### src/rtl/vga_timing_pkg.sv
// Shared constants and types for the 640x480@60 VGA timing controller.
package vga_timing_pkg;

  localparam int unsigned H_VISIBLE = 640;
  localparam int unsigned H_FRONT   = 16;
  localparam int unsigned H_SYNC    = 96;
  localparam int unsigned H_BACK    = 48;
  localparam int unsigned V_VISIBLE = 480;
  localparam int unsigned V_FRONT   = 10;
  localparam int unsigned V_SYNC    = 2;
  localparam int unsigned V_BACK    = 33;

  localparam int unsigned H_TOTAL     = H_VISIBLE + H_FRONT + H_SYNC + H_BACK;
  localparam int unsigned V_TOTAL     = V_VISIBLE + V_FRONT + V_SYNC + V_BACK;
  localparam int unsigned HSYNC_START = H_VISIBLE + H_FRONT;
  localparam int unsigned HSYNC_END   = HSYNC_START + H_SYNC;
  localparam int unsigned VSYNC_START = V_VISIBLE + V_FRONT;
  localparam int unsigned VSYNC_END   = VSYNC_START + V_SYNC;

  localparam int unsigned CNT_W = 10;
  typedef logic [CNT_W-1:0] cnt_t;

  // Counter-width views of the timing points, so compares stay width-matched
  localparam cnt_t H_VIS_C       = CNT_W'(H_VISIBLE);
  localparam cnt_t H_LAST_C      = CNT_W'(H_TOTAL - 1);
  localparam cnt_t V_VIS_C       = CNT_W'(V_VISIBLE);
  localparam cnt_t V_LAST_C      = CNT_W'(V_TOTAL - 1);
  localparam cnt_t HSYNC_START_C = CNT_W'(HSYNC_START);
  localparam cnt_t HSYNC_END_C   = CNT_W'(HSYNC_END);
  localparam cnt_t VSYNC_START_C = CNT_W'(VSYNC_START);
  localparam cnt_t VSYNC_END_C   = CNT_W'(VSYNC_END);

  typedef enum logic {
    IDLE = 1'b0,
    REQ  = 1'b1
  } fetch_state_t;

endpackage

### src/rtl/vga_axis_counter.sv
// Wrap counter for one raster axis: counts 0..LAST on inc, resets to LAST.
module vga_axis_counter #(
  parameter int unsigned W    = 10,
  parameter int unsigned LAST = 799
) (
  input  logic         clk,
  input  logic         rst_n,
  input  logic         inc,
  output logic [W-1:0] count,
  output logic [W-1:0] next_c,
  output logic         carry_c
);

  localparam logic [W-1:0] LAST_V = W'(LAST);

  always_comb begin
    carry_c = inc && (count == LAST_V);
    next_c  = count;
    if (inc) begin
      next_c = carry_c ? '0 : count + W'(1);
    end
  end

  always_ff @(posedge clk or negedge rst_n) begin
    if (!rst_n) begin
      count <= LAST_V;
    end else begin
      count <= next_c;
    end
  end

endmodule

### src/rtl/vga_timing_ctrl.sv
// 640x480@60 raster sequencer with sync decode and per-line prefetch handshake.
// Define VGA_LINE_FETCH_EN to build the fetch FSM and underrun flag.
module vga_timing_ctrl
  import vga_timing_pkg::*;
(
  input  logic             clk,
  input  logic             rst_n,
  input  logic             en,
  input  logic             clr_underrun,
  input  logic             fetch_ack,
  output logic [CNT_W-1:0] h_count,
  output logic [CNT_W-1:0] v_count,
  output logic             hsync,
  output logic             vsync,
  output logic             video_on,
  output logic             frame_start,
  output logic             fetch_req,
  output logic [CNT_W-1:0] fetch_line,
  output logic             underrun
);

  cnt_t h_next_c;
  cnt_t v_next_c;
  logic h_carry_c;
  logic v_carry_c;
  logic v_inc_c;

  assign v_inc_c = en & h_carry_c;

  vga_axis_counter #(.W(CNT_W), .LAST(H_TOTAL - 1)) u_h_cnt (
    .clk     (clk),
    .rst_n   (rst_n),
    .inc     (en),
    .count   (h_count),
    .next_c  (h_next_c),
    .carry_c (h_carry_c)
  );

  vga_axis_counter #(.W(CNT_W), .LAST(V_TOTAL - 1)) u_v_cnt (
    .clk     (clk),
    .rst_n   (rst_n),
    .inc     (v_inc_c),
    .count   (v_count),
    .next_c  (v_next_c),
    .carry_c (v_carry_c)
  );

  // Decode from next-count values so the flops line up with h_count/v_count
  always_ff @(posedge clk or negedge rst_n) begin
    if (!rst_n) begin
      hsync       <= 1'b1;
      vsync       <= 1'b1;
      video_on    <= 1'b0;
      frame_start <= 1'b0;
    end else begin
      hsync       <= !((h_next_c >= HSYNC_START_C) && (h_next_c < HSYNC_END_C));
      vsync       <= !((v_next_c >= VSYNC_START_C) && (v_next_c < VSYNC_END_C));
      video_on    <= (h_next_c < H_VIS_C) && (v_next_c < V_VIS_C);
      frame_start <= v_carry_c;
    end
  end

`ifdef VGA_LINE_FETCH_EN

  fetch_state_t state_q;
  fetch_state_t state_d;
  cnt_t         line_d;
  cnt_t         nl_c;
  logic         underrun_d;
  logic         start_c;
  logic         deadline_c;

  always_comb begin
    state_d    = state_q;
    line_d     = fetch_line;
    underrun_d = underrun & ~clr_underrun;
    nl_c       = (v_count == V_LAST_C) ? '0 : v_count + CNT_W'(1);
    start_c    = en && (h_next_c == H_VIS_C) && (nl_c < V_VIS_C);
    deadline_c = en && (h_next_c == H_LAST_C);
    case (state_q)
      IDLE: begin
        if (start_c) begin
          state_d = REQ;
          line_d  = nl_c;
        end
      end
      REQ: begin
        // An ack coincident with the deadline tick still counts as on time
        if (fetch_ack) begin
          state_d = IDLE;
        end else if (deadline_c) begin
          state_d    = IDLE;
          underrun_d = 1'b1;
        end
      end
      default: state_d = IDLE;
    endcase
  end

  always_ff @(posedge clk or negedge rst_n) begin
    if (!rst_n) begin
      state_q    <= IDLE;
      fetch_req  <= 1'b0;
      fetch_line <= '0;
      underrun   <= 1'b0;
    end else begin
      state_q    <= state_d;
      fetch_req  <= (state_d == REQ);
      fetch_line <= line_d;
      underrun   <= underrun_d;
    end
  end

`else

  wire unused_fetch_inputs = &{1'b0, fetch_ack, clr_underrun};

  assign fetch_req  = 1'b0;
  assign fetch_line = '0;
  assign underrun   = 1'b0;

`endif

endmodule

### config.mk
export PLATFORM = sky130hd
export DESIGN_NAME = vga_timing_ctrl
export DESIGN_NICKNAME = d
export VERILOG_FILES = /design/src/rtl/vga_timing_pkg.sv /design/src/rtl/vga_axis_counter.sv /design/src/rtl/vga_timing_ctrl.sv
export SDC_FILE = /design/constraint.sdc
export NUM_CORES = 1
export LEC_CHECK = 0
export CAP_MARGIN = 40
export CORE_AREA = 2 2 62 64
export DETAILED_ROUTE_END_ITERATION = 6
export DIE_AREA = 0 0 64 66
export PLACE_DENSITY = 0.74
export RECOVER_POWER = 25
export SLEW_MARGIN = 20
export SYNTH_ARGS = -nofsm -noshare
export SYNTH_HDL_FRONTEND = slang
export SYNTH_SLANG_ARGS = --single-unit
export TNS_END_PERCENT = 100
### constraint.sdc
create_clock -name clk -period 2.15 [get_ports clk]
set_input_delay 0.3225 -clock clk [delete_from_list [all_inputs] [get_ports clk]]
set_output_delay 0.3225 -clock clk [all_outputs]
set_load 0.01 [all_outputs]
# Word level (Yosys, flattened, before mapping)
# Index checks and enable logic that the tools add are counted.
# totals
register_bits	24
latchBits	0
ram_bits	0
mem_bits_ro	0
input_bits	5
output_inout_bits	36
wordCells	28
mem_count	0
# op_classes
n_addsub	2
mul	0
n_div	0
order_cmp	6
eq_ne	2
shifts	0
muxes	4
bitwise	1
n_reduce_logical	7
# op_table
cell	count
$mux W10	4
$add A10 B1 Y10 const B	2
$eq A10 B10 Y1 const B	2
$lt A10 B10 Y1 const B	2
$lt A10 B9 Y1 const B	2
$ge A10 B10 Y1 const B	1
$ge A10 B9 Y1 const B	1
$logic_and A1 B1 Y1	5
$logic_not A1 Y1	2
$and A1 B1 Y1	1

# Logic depth before layout (Yosys ltp)
# depth
ltp_word	9
mapped_depth	7
ltp_nobuf	7

# By module
# Synthesis repeated with hierarchy kept, for this count alone.
# unflattened
hier_cells	128
area_unflattened_um2	1311.3
# by_module_without_submodules
module	instances	cells_per_inst	area_per_inst_um2	seq_area_each_um2
vga_axis_counter (u_h_cnt)	1	54	528.0	259.0
vga_axis_counter (u_v_cnt)	1	47	518.0	254.0
vga_timing_ctrl	1	27	265.3	102.6

# Least setup slack after synthesis
# OpenSTA, ideal clock, no wires.
# synth_timing
kind	register -> register
start	register u_h_cnt.count[0]
end	register vsync
setup_ps	94
arrival_ps	2282
t_required_ps	2056
path_slack_ps	-226
path_stages_with_launch	8
path_buffers	1
period_less_slack_ps	2376
path_cell_list	dfstp_2 ha_1 nand4_2 or4_4 buf_6 o21ai_2 o21ai_2 or4_1
# synth_between
elab_chain_cells	9
elab_cells_between_ends	10
classes_between	order compare: 2; eq/ne: 1; mux: 2; bitwise: 1; reduce/logical: 4
# synth_lines
element	line	rtl
start: declaration	vga_axis_counter.sv:9	output logic [W-1:0] count,
start signal: assignment	vga_axis_counter.sv:28	count <= next_c;
$eq A10 B10 Y1 (*)	vga_axis_counter.sv:17	carry_c = inc && (count == LAST_V);
$logic_and A1 B1 Y1 (*)	vga_axis_counter.sv:17	
$and A1 B1 Y1 (*)	vga_timing_ctrl.sv:28	assign v_inc_c = en & h_carry_c;
$logic_and A1 B1 Y1	vga_axis_counter.sv:17	
$mux W10	vga_axis_counter.sv:20	next_c = carry_c ? '0 : count + W'(1);
$mux W10 (*)	vga_axis_counter.sv:19	if (inc) begin
via u_v_cnt.next_c[2]	vga_axis_counter.sv:10	output logic [W-1:0] next_c,
$ge A10 B9 Y1 / $lt A10 B9 Y1 (equally long branches)	vga_timing_ctrl.sv:57	vsync <= !((v_next_c >= VSYNC_START_C) && (v_next_c < VSYNC_END_C));
$logic_and A1 B1 Y1 (*)	vga_timing_ctrl.sv:57	
$logic_not A1 Y1 (*)	vga_timing_ctrl.sv:57	
end signal: assignment	vga_timing_ctrl.sv:57	
end: declaration	vga_timing_ctrl.sv:14	output logic vsync,
# The timed path passes the listed nets; every way through them passes the cells marked *.

# Worst setup path after layout
# layout_timing
start	register u_h_cnt.count[1]
end	register vsync
# The elaborated chain is that of the path after synthesis.

==> metrics.md <==
| Metric | Value |
|---|---|
| Area grow syn2layout | `36.82%` |
| Setup CP Type | `flip-flop to flip-flop` |
| Worst-path clk slew | `0.14 ns` |
| CTS Sinks | `24` |
| Fin. Hold Viols | `0` |
| Commonest non-fill, non-tap cell in the layout | `buf_4` |
| Post-synthesis sequential area ratio | `41.55%` |
| Placed cells | `248` |
| CP max stage delay | `0.58 ns` |
| CP startpoint kind | `flip-flop` |
| Most frequent cells in the layout | `29 x buf_4, 25 x clkdlybuf4s50_1, 12 x conb_1, 12 x dfstp_2` |
| Top_reg_cell synth | `dfstp_2` |
| Drt pass-1 iters | `4` |
| Hold Crit Class | `flip-flop to flip-flop` |
| Via Count | `1,336` |
| Power Dens Cells | `665.4 nW/um^2` |
| First DRT Iteration DRCs | `84` |
| Slowest CP cell | `dfstp_2` |
| Max_cap viols | `0` |
| CTS Buf Count | `3` |
| Final instance area | `2027 um^2` |
| Global-route wire length before repair | `5927 um` |
| Vias in the first global route | `1,258` |
| Worst Tran Pin Value | `1.262 ns` |
| Worst-Skew Late Latency | `0.31 ns` |
| Gr usage total | `17.74%` |
| GR Overflow Total | `0` |
| Worst EP required | `2.39 ns` |
| Hold_buf cts | `0` |
| Critical Path AT | `2.39 ns` |
| Layout Skew | `0.005456 ns` |
| Setup-failing EPs final | `0` |
| Remaining DRCs | `0` |
| Routed len/inst | `13.90 um` |
| CORE AREA | `3551 um^2` |
| Port-buffer cells | `26` |
| Total power of the final layout | `1349 uW` |
| Initial antenna violation count | `0` |
| Share of layout cells above drive strength 1 | `27.18%` |
| Layout Nets | `215` |
| Placer Congestion | `0.9495` |
| Clock buffer depth | `2` |
| Leakage | `0.0008733 uW` |
| Post-synth ARST share | `100.0%` |
| Ys Warns | `0` |
| # IOs | `41` |
| Cell row count | `22` |
| Antenna diodes | `0` |
| CP Cell Sequence | `ha_4, nand4_4, or4_4, a21oi_1, o21ai_1, or4_1` |
| Root buf cell | `clkbuf_4` |
| EDFF count, synth | `0` |
| Die Wd | `64 um` |
| F_max | `0.4669 GHz` |
| Synth Cell Area | `1481 um^2` |
| Die area | `4224 um^2` |
| Cells after synthesis | `157` |
| H-tree Lvls | `1` |
| R2r setup slk | `0.008 ns` |
| Final Non-Filler Cells | `254` |
| RSZ-0062 raised after global routing | `yes` |
| CP endpoint kind | `flip-flop` |
| Max Slew Vio Count | `0` |
| Final wirelength | `3531 um` |
| Outcome | `complete, no violations` |
| Count of different cell masters after synthesis | `46` |
| VDD IR max | `0.3474 mV` |
| Die height | `66 um` |
| Initial core utilization | `41.72%` |
| Post-layout min period | `2.142 ns` |
| Fillers | `290` |
| DP Wirelength | `2622 um` |
| Critical Path Fanout Max | `6` |
| Largest net degree at the start of global routing | `25` |
| CTS tree | `done` |
| Setup TNS | `0 ns` |
| Via-to-Cell Ratio | `5.260` |
| Tcrit/Tclk final | `99.61%` |
| Flops & latches, synth | `24` |
| Dpl cell area | `1941 um^2` |
| Synth Area per Inst | `9.436 um^2` |
| Rel. slew slack | `15.88%` |
| Antenna viol nets, final | `0` |
[through the flow]
step / hold WS, ns / utilization, % / setup WS, ns
2_1_floorplan: 0.02691 / - / -0.02233
3_3_place_gp: 0.5273 / 54.65 / -0.1828
3_5_place_dp: 0.5296 / 54.65 / -0.2107
4_1_cts: 0.3459 / 56.91 / 0.006061
5_1_grt: 0.5775 / 57.08 / -0.05753
6_report: 0.5498 / 57.08 / 0.008311
[path summary, 6_finish.rpt]
| check | startpoint | to | cells past startpoint |
|---|---|---|---|
| min in group asynchronous | rst_n | u_v_cnt.count[0] | 2 |
| hold / removal | u_h_cnt.count[2] | u_h_cnt.count[2] | 1 |
| hold reg to reg | u_h_cnt.count[2] | u_h_cnt.count[2] | 1 |
| max in group asynchronous | rst_n | u_v_cnt.count[1] | 2 |
| setup / recovery | u_h_cnt.count[1] | vsync | 6 |
| setup reg to reg | u_h_cnt.count[1] | vsync | 6 |
[timing repair]
| action | in CTS | in global routing |
|---|---|---|
| resized for setup | 2 | 3 |
| setup buffers | 2 | 0 |
| pin swaps | 1 | 0 |
| endpoints found under the setup margin | 1 | 1 |
[power by group]
| group | total, uW | switching [uW] | leakage [uW] | internal [uW] |
|---|---|---|---|---|
| combinational | 413 | 195 | 0.000554 | 218 |
| clock | 331 | 143 | 0.0000279 | 188 |
| sequential | 605 | 73.7 | 0.000291 | 531 |
[critical path, delay by kind of cell (launching register included)]
family / cells / cell delay, ns
flip-flops: 1 / 0.58
AO/OA/AOI/OAI: 2 / 0.22
adder cells (fa/ha/maj): 1 / 0.16
AND/OR/NAND/NOR: 3 / 1.11
[metal layers]
layer / wire length (um) / share of wire, % / global-route usage (%)
met1: 1516 / 43 / 23.84
met2: 1750 / 50 / 29.95
met3: 215 / 6.1 / 1.874
met4: 50 / 1.4 / 5.707
met5: 0 / 0 / 0
[Yosys cell counts, types with 2 or more instances]
library cell / count / area [um^2]
a211oi_1: 2 / 15.01
a21oi_1: 4 / 20.02
a31oi_1: 3 / 18.77
and3_1: 8 / 50.05
and4_1: 3 / 26.28
buf_2: 4 / 20.02
buf_4: 12 / 90.09
clkbuf_1: 5 / 18.77
dfrtp_1: 12 / 300.3
dfstp_2: 12 / 315.3
ha_1: 3 / 37.54
inv_1: 6 / 22.52
nand2_1: 11 / 41.29
nand2b_1: 3 / 18.77
nand3_1: 10 / 50.05
nand4_1: 7 / 43.79
nor2_1: 6 / 22.52
nor3_1: 3 / 15.01
o21ai_0: 5 / 25.02
o21ai_2: 2 / 17.52
xnor2_1: 9 / 78.83
xor2_1: 3 / 26.28
[layout make-up]
type | instances | area (um^2) | area share [%]
multi-input combinational | 116 | 793.3 | 39.14
sequential | 24 | 616.8 | 30.43
timing repair buffer | 56 | 481.7 | 23.77
tap | 48 | 60.06 | 2.963
clock inverter | 1 | 30.03 | 1.481
clock buffer | 3 | 22.52 | 1.111
inverter | 6 | 22.52 | 1.111
[flip-flops by register name, indices dropped and copies added (netlist names)]
name           count
u_h_cnt.count     10
u_v_cnt.count     10
video_on           1
frame_start        1
vsync              1
hsync              1
[kinds of logic (layout without fill, tap and decap cells)]
family	after synthesis	count (layout)	synth area share [%]
AND/OR/NAND/NOR	65	65	26.27
buffers and inverters	28	66	10.98
AO/OA/AOI/OAI	24	24	11.32
flip-flops	24	24	41.55
XOR/XNOR	12	12	7.095
adder cells (fa/ha/maj)	3	3	2.534
other	1	12	0.2531
Power figures use the tool's default switching activity.
